$ cat config.mk
export PLATFORM = sky130hd
export DESIGN_NAME = rd_tran_queue_n_flat
export DESIGN_NICKNAME = d
export VERILOG_FILES = /design/src/rtl/rd_tran_queue_n_if.sv /design/src/rtl/rd_tran_queue_n.sv /design/src/flat_wrapper.sv
export SDC_FILE = /design/constraint.sdc
export NUM_CORES = 1
export LEC_CHECK = 0
export CORE_ASPECT_RATIO = 1.75
export CORE_UTILIZATION = 30
export DETAILED_ROUTE_END_ITERATION = 8
export GPL_TIMING_DRIVEN = 0
export PLACE_DENSITY = 0.56
export SETUP_SLACK_MARGIN = 0.1
export SYNTH_ARGS = -nofsm -noshare
export SYNTH_HDL_FRONTEND = slang
export SYNTH_SLANG_ARGS = --single-unit
export TNS_END_PERCENT = 100
$ cat constraint.sdc
create_clock -name clock -period 2.3 [get_ports clock]
set_input_delay 0.345 -clock clock [delete_from_list [all_inputs] [get_ports clock]]
set_output_delay 0.345 -clock clock [all_outputs]
set_load 0.02 [all_outputs]
$ cat src/rtl/rd_tran_queue_n_if.sv
// Handshake and status bundle between the DMA arbiter and the read transaction queue.
// The slave modport is the queue's side; the master modport is the arbiter's side.
interface rd_tran_queue_n_if #(
  parameter int QUEUE_DEPTH         = 4,
  parameter int QUEUE_PTR_WIDTH     = 2,
  parameter int NUM_INT_BDS_WIDTH   = 5,
  parameter int NUM_PRI_LVLS        = 1,
  parameter int MAX_TRAN_SIZE_WIDTH = 23
) ();
  localparam int ENTRY_WIDTH = NUM_INT_BDS_WIDTH + MAX_TRAN_SIZE_WIDTH + NUM_PRI_LVLS + 108;

  logic                         doTrans;
  logic [ENTRY_WIDTH-1:0]       entry_DMAArbiter;
  logic                         popRdTranQueue;
  logic                         flushRdTranQueue;
  logic                         clrErr;
  logic                         reqInQueue;
  logic                         spaceRdTranQueue;
  logic [QUEUE_PTR_WIDTH:0]     freeSlots;
  logic [ENTRY_WIDTH-1:0]       headEntry;
  logic [NUM_PRI_LVLS-1:0]      headPriLvl;
  logic [NUM_INT_BDS_WIDTH-1:0] headIntDscrptrNum;
  logic                         pushErr;
  logic                         popErr;

  modport slave (
    input  doTrans, entry_DMAArbiter, popRdTranQueue, flushRdTranQueue, clrErr,
    output reqInQueue, spaceRdTranQueue, freeSlots, headEntry, headPriLvl,
           headIntDscrptrNum, pushErr, popErr
  );

  modport master (
    output doTrans, entry_DMAArbiter, popRdTranQueue, flushRdTranQueue, clrErr,
    input  reqInQueue, spaceRdTranQueue, freeSlots, headEntry, headPriLvl,
           headIntDscrptrNum, pushErr, popErr
  );
endinterface

$ cat src/rtl/rd_tran_queue_n.sv
// Circular FIFO of pending read transactions with flush, sticky push/pop error flags
// and a zero-latency head view.
module rd_tran_queue_n #(
  parameter int QUEUE_DEPTH         = 4,
  parameter int QUEUE_PTR_WIDTH     = 2,
  parameter int NUM_INT_BDS_WIDTH   = 5,
  parameter int NUM_PRI_LVLS        = 1,
  parameter int MAX_TRAN_SIZE_WIDTH = 23
) (
  input  logic clock,
  input  logic resetn,
  rd_tran_queue_n_if.slave q
);
  localparam int ENTRY_WIDTH = NUM_INT_BDS_WIDTH + MAX_TRAN_SIZE_WIDTH + NUM_PRI_LVLS + 108;
  // priLvl sits just above nxtDscrptrNumAddr[31:0], extDscrptrNxt and chain.
  localparam int PRI_LSB = 34;

  localparam logic [QUEUE_PTR_WIDTH:0]   DEPTH_C  = (QUEUE_PTR_WIDTH+1)'(QUEUE_DEPTH);
  localparam logic [QUEUE_PTR_WIDTH:0]   CNT_ZERO = {(QUEUE_PTR_WIDTH+1){1'b0}};
  localparam logic [QUEUE_PTR_WIDTH:0]   CNT_ONE  = {{QUEUE_PTR_WIDTH{1'b0}}, 1'b1};
  localparam logic [QUEUE_PTR_WIDTH-1:0] PTR_ZERO = {QUEUE_PTR_WIDTH{1'b0}};
  localparam logic [QUEUE_PTR_WIDTH-1:0] PTR_ONE  = {{(QUEUE_PTR_WIDTH-1){1'b0}}, 1'b1};
  localparam logic [QUEUE_PTR_WIDTH-1:0] PTR_LAST = QUEUE_PTR_WIDTH'(QUEUE_DEPTH - 1);

  logic [ENTRY_WIDTH-1:0]     mem_r [QUEUE_DEPTH];
  logic [QUEUE_PTR_WIDTH-1:0] wrPtr_r;
  logic [QUEUE_PTR_WIDTH-1:0] rdPtr_r;
  logic [QUEUE_PTR_WIDTH:0]   count_r;
  logic                       pushErr_r;
  logic                       popErr_r;

  logic full_s;
  logic pushAcc_s;
  logic popValid_s;
  logic pushOvf_s;
  logic popUnd_s;

  // Explicit wrap keeps the ordering correct even if the depth were not a power of two.
  function automatic logic [QUEUE_PTR_WIDTH-1:0] nextPtr(input logic [QUEUE_PTR_WIDTH-1:0] p);
    logic [QUEUE_PTR_WIDTH-1:0] n;
    if (p == PTR_LAST) begin
      n = PTR_ZERO;
    end else begin
      n = p + PTR_ONE;
    end
    return n;
  endfunction

  assign full_s = (count_r == DEPTH_C);

  // Qualify push/pop requests; flush suppresses every transfer and every error event.
  always_comb begin
    popValid_s = 1'b0;
    pushAcc_s  = 1'b0;
    pushOvf_s  = 1'b0;
    popUnd_s   = 1'b0;
    if (q.flushRdTranQueue) begin
      popValid_s = 1'b0;
      pushAcc_s  = 1'b0;
      pushOvf_s  = 1'b0;
      popUnd_s   = 1'b0;
    end else begin
      popValid_s = q.popRdTranQueue && (count_r != CNT_ZERO);
      pushAcc_s  = q.doTrans && (!full_s || popValid_s);
      pushOvf_s  = q.doTrans && full_s && !popValid_s;
      popUnd_s   = q.popRdTranQueue && (count_r == CNT_ZERO);
    end
  end

  // Pointer and occupancy state.
  always_ff @(posedge clock or negedge resetn) begin
    if (!resetn) begin
      wrPtr_r <= PTR_ZERO;
      rdPtr_r <= PTR_ZERO;
      count_r <= CNT_ZERO;
    end else if (q.flushRdTranQueue) begin
      wrPtr_r <= PTR_ZERO;
      rdPtr_r <= PTR_ZERO;
      count_r <= CNT_ZERO;
    end else begin
      if (pushAcc_s) begin
        wrPtr_r <= nextPtr(wrPtr_r);
      end else begin
        wrPtr_r <= wrPtr_r;
      end
      if (popValid_s) begin
        rdPtr_r <= nextPtr(rdPtr_r);
      end else begin
        rdPtr_r <= rdPtr_r;
      end
      case ({pushAcc_s, popValid_s})
        2'b10:   count_r <= count_r + CNT_ONE;
        2'b01:   count_r <= count_r - CNT_ONE;
        default: count_r <= count_r;
      endcase
    end
  end

  // Entry storage; flush leaves contents alone since the head is qualified by reqInQueue.
  always_ff @(posedge clock or negedge resetn) begin
    if (!resetn) begin
      for (int i = 0; i < QUEUE_DEPTH; i++) begin
        mem_r[i] <= {ENTRY_WIDTH{1'b0}};
      end
    end else if (pushAcc_s) begin
      mem_r[wrPtr_r] <= q.entry_DMAArbiter;
    end else begin
      mem_r[wrPtr_r] <= mem_r[wrPtr_r];
    end
  end

  // Sticky error flags; a same-cycle error event beats clrErr.
  always_ff @(posedge clock or negedge resetn) begin
    if (!resetn) begin
      pushErr_r <= 1'b0;
      popErr_r  <= 1'b0;
    end else begin
      if (pushOvf_s) begin
        pushErr_r <= 1'b1;
      end else if (q.clrErr) begin
        pushErr_r <= 1'b0;
      end else begin
        pushErr_r <= pushErr_r;
      end
      if (popUnd_s) begin
        popErr_r <= 1'b1;
      end else if (q.clrErr) begin
        popErr_r <= 1'b0;
      end else begin
        popErr_r <= popErr_r;
      end
    end
  end

  assign q.reqInQueue        = (count_r != CNT_ZERO);
  assign q.spaceRdTranQueue  = !full_s;
  assign q.freeSlots         = DEPTH_C - count_r;
  assign q.headEntry         = mem_r[rdPtr_r];
  assign q.headPriLvl        = q.headEntry[PRI_LSB +: NUM_PRI_LVLS];
  assign q.headIntDscrptrNum = q.headEntry[ENTRY_WIDTH-1 -: NUM_INT_BDS_WIDTH];
  assign q.pushErr           = pushErr_r;
  assign q.popErr            = popErr_r;

endmodule

$ cat src/flat_wrapper.sv
// flat-port wrapper written by rule: the top's interface ports become plain ports
module rd_tran_queue_n_flat 
#(
  parameter int QUEUE_DEPTH         = 4,
  parameter int QUEUE_PTR_WIDTH     = 2,
  parameter int NUM_INT_BDS_WIDTH   = 5,
  parameter int NUM_PRI_LVLS        = 1,
  parameter int MAX_TRAN_SIZE_WIDTH = 23
)
  (clock, resetn, q_doTrans, q_entry_DMAArbiter, q_popRdTranQueue, q_flushRdTranQueue, q_clrErr, q_reqInQueue, q_spaceRdTranQueue, q_freeSlots, q_headEntry, q_headPriLvl, q_headIntDscrptrNum, q_pushErr, q_popErr);
  rd_tran_queue_n_if #(.QUEUE_DEPTH(QUEUE_DEPTH), .QUEUE_PTR_WIDTH(QUEUE_PTR_WIDTH), .NUM_INT_BDS_WIDTH(NUM_INT_BDS_WIDTH), .NUM_PRI_LVLS(NUM_PRI_LVLS), .MAX_TRAN_SIZE_WIDTH(MAX_TRAN_SIZE_WIDTH)) q_i ();
  input  logic clock;
  input  logic resetn;
  input wire logic [$bits(q_i.doTrans)-1:0] q_doTrans;
  input wire logic [$bits(q_i.entry_DMAArbiter)-1:0] q_entry_DMAArbiter;
  input wire logic [$bits(q_i.popRdTranQueue)-1:0] q_popRdTranQueue;
  input wire logic [$bits(q_i.flushRdTranQueue)-1:0] q_flushRdTranQueue;
  input wire logic [$bits(q_i.clrErr)-1:0] q_clrErr;
  output wire logic [$bits(q_i.reqInQueue)-1:0] q_reqInQueue;
  output wire logic [$bits(q_i.spaceRdTranQueue)-1:0] q_spaceRdTranQueue;
  output wire logic [$bits(q_i.freeSlots)-1:0] q_freeSlots;
  output wire logic [$bits(q_i.headEntry)-1:0] q_headEntry;
  output wire logic [$bits(q_i.headPriLvl)-1:0] q_headPriLvl;
  output wire logic [$bits(q_i.headIntDscrptrNum)-1:0] q_headIntDscrptrNum;
  output wire logic [$bits(q_i.pushErr)-1:0] q_pushErr;
  output wire logic [$bits(q_i.popErr)-1:0] q_popErr;
  assign q_i.doTrans = q_doTrans;
  assign q_i.entry_DMAArbiter = q_entry_DMAArbiter;
  assign q_i.popRdTranQueue = q_popRdTranQueue;
  assign q_i.flushRdTranQueue = q_flushRdTranQueue;
  assign q_i.clrErr = q_clrErr;
  assign q_reqInQueue = q_i.reqInQueue;
  assign q_spaceRdTranQueue = q_i.spaceRdTranQueue;
  assign q_freeSlots = q_i.freeSlots;
  assign q_headEntry = q_i.headEntry;
  assign q_headPriLvl = q_i.headPriLvl;
  assign q_headIntDscrptrNum = q_i.headIntDscrptrNum;
  assign q_pushErr = q_i.pushErr;
  assign q_popErr = q_i.popErr;
  rd_tran_queue_n #(.QUEUE_DEPTH(QUEUE_DEPTH), .QUEUE_PTR_WIDTH(QUEUE_PTR_WIDTH), .NUM_INT_BDS_WIDTH(NUM_INT_BDS_WIDTH), .NUM_PRI_LVLS(NUM_PRI_LVLS), .MAX_TRAN_SIZE_WIDTH(MAX_TRAN_SIZE_WIDTH)) u_core (.clock(clock), .resetn(resetn), .q(q_i));
endmodule
# Yosys cells after proc, flatten, opt, wreduce, memory -nomap -nowiden
# Index checks and enable logic that the tools add are counted.
[classes]
add_sub_neg = 5
order_cmp = 3
n_eq_ne = 5
n_mux = 26
n_bitwise = 2
n_reduce_logical = 16
[ops]
columns = ["operator", "n"]
rows = [
  ["$bwmux 548", 2],
  ["$mux 137", 5],
  ["$bmux 137 s2", 2],
  ["$mux 548", 1],
  ["$demux 137 s2", 1],
  ["$mux 2", 6],
  ["$reduce_bool 2->1", 4],
  ["$mux 1", 7],
  ["$eq 2x2->1 const B", 3],
  ["$ge 3x3->1 const B", 2],
  ["$logic_and 1x1->1", 6],
  ["$not 2->3", 2],
  ["$pmux 3 s2", 1],
  ["$reduce_bool 3->1", 2],
  ["$add 2x1->2 const B", 2],
  ["$add 3x1->3 const B", 1],
  ["$eq 3x3->1 const B", 1],
  ["$logic_not 3->1", 1],
  ["$lt 3x1->1 const B", 1],
  ["$mux 3", 1],
  ["$sub 3x1->3 const B", 1],
  ["$sub 3x3->3 const A", 1],
  ["$eq 2x1->1 const B", 1],
  ["$logic_not 1->1", 2],
  ["$logic_or 1x1->1", 1],
]
[word_totals]
register_bits = 557
word_cells = 66

# Longest topological paths before layout
[depth]
ltp_word = 8
ltp_mapped = 11
mapped_depth_nobuf = 10

# Least setup slack after synthesis
# Ideal clock, no wire load.
[synth_path]
path_kind = "register to register"
from = "register u_core.count_r[0]"
to = "register u_core.count_r[2]"
arrival_ps = 2150
required_ps = 2169
path_slack_ps = 19
path_stages_with_launch = 12
path_buffers = 1
period_less_slack_ps = 2281
path_cell_list = "dfrtp_1 inv_1 ha_1 ha_1 nand2b_1 clkbuf_1 nor3_1 fa_1 nor4b_1 a31oi_1 xnor2_1 nor2_1"
[synth_via]
elab_chain_cells = 8
word_cells_on_any_way = 15
[synth_rtl]
columns = ["element", "line", "source"]
rows = [
  ["start: declaration", "rd_tran_queue_n.sv:28", "logic [QUEUE_PTR_WIDTH:0] count_r;"],
  ["start signal: assignment", "rd_tran_queue_n.sv:92", "2'b10: count_r <= count_r + CNT_ONE;"],
  ["start signal: assignment", "rd_tran_queue_n.sv:93", "2'b01: count_r <= count_r - CNT_ONE;"],
  ["start signal: assignment", "rd_tran_queue_n.sv:94", "default: count_r <= count_r;"],
  ["$eq 3x3->1 / $reduce_bool 3->1 (equally long branches)", "rd_tran_queue_n.sv:49, rd_tran_queue_n.sv:63", ""],
  ["$logic_not 1->1 / $logic_and 1x1->1 (equally long branches)", "rd_tran_queue_n.sv:64, rd_tran_queue_n.sv:63", ""],
  ["$logic_or 1x1->1", "rd_tran_queue_n.sv:64", "pushAcc_s = q.doTrans && (!full_s || popValid_s);"],
  ["$logic_and 1x1->1", "rd_tran_queue_n.sv:64", ""],
  ["$mux 1", "rd_tran_queue_n.sv:57", "if (q.flushRdTranQueue) begin"],
  ["$eq 2x1->1 / $eq 2x2->1 (equally long branches)", "rd_tran_queue_n.sv:91", "case ({pushAcc_s, popValid_s})"],
  ["$pmux 3 s2", "rd_tran_queue_n.sv:91", ""],
  ["$mux 3", "rd_tran_queue_n.sv:76", "end else if (q.flushRdTranQueue) begin"],
]
# Several ways; a longest one is shown, not always the timed one.
# A chain may end at the register's enable or synchronous reset.

# Worst setup path in the final report
[layout_path]
from = "register u_core.rdPtr_r[0]"
to = "output port q_headEntry[69]"
[layout_via]
elab_chain_cells = 4
[layout_rtl]
columns = ["element", "line", "source"]
rows = [
  ["start: declaration", "rd_tran_queue_n.sv:27", "logic [QUEUE_PTR_WIDTH-1:0] rdPtr_r;"],
  ["start signal: assignment", "rd_tran_queue_n.sv:87", "rdPtr_r <= nextPtr(rdPtr_r);"],
  ["start signal: assignment", "rd_tran_queue_n.sv:89", "rdPtr_r <= rdPtr_r;"],
  ["$not 2->3 (implied by the code)", "rd_tran_queue_n.sv:138", "assign q.headEntry = mem_r[rdPtr_r];"],
  ["$bmux 137 s2", "rd_tran_queue_n.sv:138", ""],
  ["$mux 137 (implied by the code) (2 in series)", "rd_tran_queue_n.sv:138", ""],
  ["end: declaration", "flat_wrapper.sv:22", "output wire logic [$bits(q_i.headEntry)-1:0] q_headEntry;"],
]
# No other way between the ends. The select of a mux whose other input is x is not followed.

==> results.toml <==
[global_route]
grt_pass1_vias = 28200
grt_pass1_wl_microns = 197000
grt_max_degree = 122
track_usage_pct = 25.2
overflow = 0
antenna_found_initial = 21

[timing]
hold_violations = 0
rsz0062_at_grt = "true"
setup_viol = 360
period_needed_ps = 2780
finClkSkew_ps = 19.5
post-route-period-util_pct = 121
final_max_slew_viol_count = 0
max_slew_margin_pct = 47.6
worst_slack_ps = -475
max_freq_ghz = 0.360
tightest_slew_ps = 786

[power_and_ir_drop]
power_uw = 58600
pwr-share-comb_pct = 51.5
p_leak_uw = 0.0186
powerDensity_nw_per_um2 = 1330
power.share.sequential_pct = 30.9
p_switching_uw = 21800
switching_share_pct = 37.2
internal-power_uw = 36800
ir_worst_vdd_mv = 0.735
clock_power_share_pct = 17.6

[detailed_routing]
drt_wl_total_microns = 139000
antenna_left = 0
drt-pass1-iter-count = 6
avgViaCountPerCell = 6.55
drc = 0
vias = 27500
drt_iter0_drc = 3231
routedWlPerCell_microns = 33.0

[critical_path]
start_kind = "register"
critPathSlowestCell = "mux4_2"
worst_r2r_path_depth = 10
crit_type = "register to primary output"
cp_slowest_stage_delay_ps = 570
cpMostUsedCell = "buf_8"
required_ps = 1960
path_cells = "buf_8, clkbuf_16, buf_8, buf_16, mux4_2, buf_6"
cp-end-kind = "primary output"
arrival_ps = 2430
crit_fanout = 7

[floorplanning]
die_w_microns = 244
core_area_sq_um = 101000
dieHeight_microns = 425
num_io_pins = 293
rows = 154
die_area_sq_um = 104000
start_util_pct = 30.4

[yosys]
synthSimpleGateAreaFrac_pct = 11.5
synth_cells = 2282
avgSynthCellArea_sq_um = 13.5
yosysUniqueCellTypes = 26
yosysWarningCount = 0
syn_area_sq_um = 30700
yosysSeqAreaShare_pct = 45.4
synth_xor_area_share_pct = 0.0571
synth_compound_area_share_pct = 18.0
synth.area.top_cells = "dfrtp_1 (45%), mux4_2 (20%), a221o_1 (18%)"
synth_nets = 2434
synth_fa_ha_area_share_pct = 0.391
synthMuxAreaShare_pct = 20.3
yosysTopAreaCellShare_pct = 45.4
yosys.area.top_type = "dfrtp_1"
ys_ff_latch = 557
synth_top_family_by_area = "multiplexers"

[outcome]
failed_checks = "negative setup slack"
status = "complete, but fails checks"

[place]
gp_congestion = 0.867
hpwl_microns = 86200
preCtsSetupSlack_ps = -1540
dp.cells = 3905
numPortBuffers = 292

[final_layout]
syn_to_final_growth_pct = 43.5
fin_cells = 4203
final_layout_size_suffix_gt1_share_pct = 46.3
fin_nets = 2973
fillerInstances = 9095

[cts]
numCtsBuffers = 59
cts.clk_slew.worst_paths_ps = 60
cts_tree = "built"
clockBufferDepth = 3
cts_root_buf = "clkbuf_16"
htreeDepth = 2
clock-sinks = 557
clk_latency_ps = 670

[run]
cap_violations = 0

[min_path]
hp-class = "primary input to async pin"
-- kinds of logic (layout without fill, tap and decap cells) --
family                   after synthesis  in the layout
buffers and inverters                310            897
adder cells (fa/ha/maj)                9              9
flip-flops                           557            557
AND/OR/NAND/NOR                      571            571
XOR/XNOR                               2              2
multiplexers                         279            279
AO/OA/AOI/OAI                        554            554
other                                  0              8
-- stage by stage --
stage               cell area (sq um)  TNS [ps]  hold slack, ps  utilization [%]
detailed placement              35400   -782990             297             35.1
global route                    44000    -75580             300             43.6
floorplan                       30700         0            49.4                -
finish                          44100    -60990             272             43.6
CTS                             40900    -82990             281             40.5
global placement                35300         -             507             34.9
-- power groups by stage --
stage / combinational, uW / clock (uW) / sequential (uW)
after CTS: 27300 / 10400 / 17900
final: 30200 / 10300 / 18100
after detailed placement: 24200 / 0 / 18000
after global placement: 23700 / 0 / 17400
after global routing: 31500 / 10800 / 18600
after floorplan: 15700 / 0 / 16600
-- path summary, 6_finish.rpt --
kind                                   start                 to  slack, ps
max reg2reg                u_core.wrPtr_r[0]   u_core.mem_r[11]       -100
min reg2reg                u_core.mem_r[250]  u_core.mem_r[250]        530
min in group clock                  q_clrErr   u_core.q.pushErr        300
min                                   resetn  u_core.mem_r[452]        270
max in group asynchronous             resetn  u_core.mem_r[111]        400
max                        u_core.rdPtr_r[0]    q_headEntry[69]       -480
-- registers in the layout (all words and copies together) (netlist names) --
register and flops:
u_core.count_r 3, u_core.mem_r 548, u_core.q.popErr 1, u_core.q.pushErr 1, u_core.rdPtr_r 2, u_core.wrPtr_r 2
-- final cells by class --
cell class              instances  area [sq um]  share of cell area [%]
diodes                          8          20.0                  0.0454
plain buffers                 290          3220                    7.32
clock buffers                  80          1670                    3.79
clock inverters                29           333                   0.755
inverters                      14          66.3                   0.151
multi-input cells            1415         17200                    39.0
flip-flops and latches        557         13900                    31.6
well taps                    1326          1660                    3.77
repair buffers                484          5980                    13.6
-- worst max-delay path, delay by kind of cell (launching register included) --
kind / cells / cell delay, ps
buffers and inverters: 5 / 800
muxes: 1 / 570
DFF: 1 / 380
-- Yosys cell counts, drive strengths merged --
cell and count:
mux2i 4, clkbuf 203, nand2b 2, and2 1, nor4b 1, mux4 274
and3 412, a31oi 1, nor3 2, buf 93, fa 1, xnor2 2
mux2 1, ha 8, inv 14, a21oi 2, a221o 548, nand2 2
nor2 11, o22ai 2, o21ai 1, dfrtp 557, nor2b 140
-- placed cells by master, fill, tap and decap left out, drive strengths merged, types with 4 or more instances in the layout --
master and n:
buf 448, nor2 11, clkdlybuf4s50 143, and3 412, diode 8, mux2i 4
a221o 548, clkbuf 254, mux4 274, bufinv 7, inv 14, nor2b 140
dlymetal6s2s 5, ha 8, clkinv 19, dfrtp 557
-- routing by layer --
layer	wire [microns]	share of wire, %	track usage [%]
met5	162	0.12	0
met4	7440	5.4	11.1
met3	12700	9.2	5.95
met2	68900	50	41.9
met1	49600	36	30.9
-- repair_timing --
item | CTS | global route
endpoints found under the setup margin | 699 | 697
hold endpoints to repair | 50 | 0
pin swaps | 125 | 314
cloned | 21 | 43
hold buffers | 2 | 0
gates resized for setup | 1433 | 611
setup buffers | 87 | 46
Power figures use the tool's default switching activity.
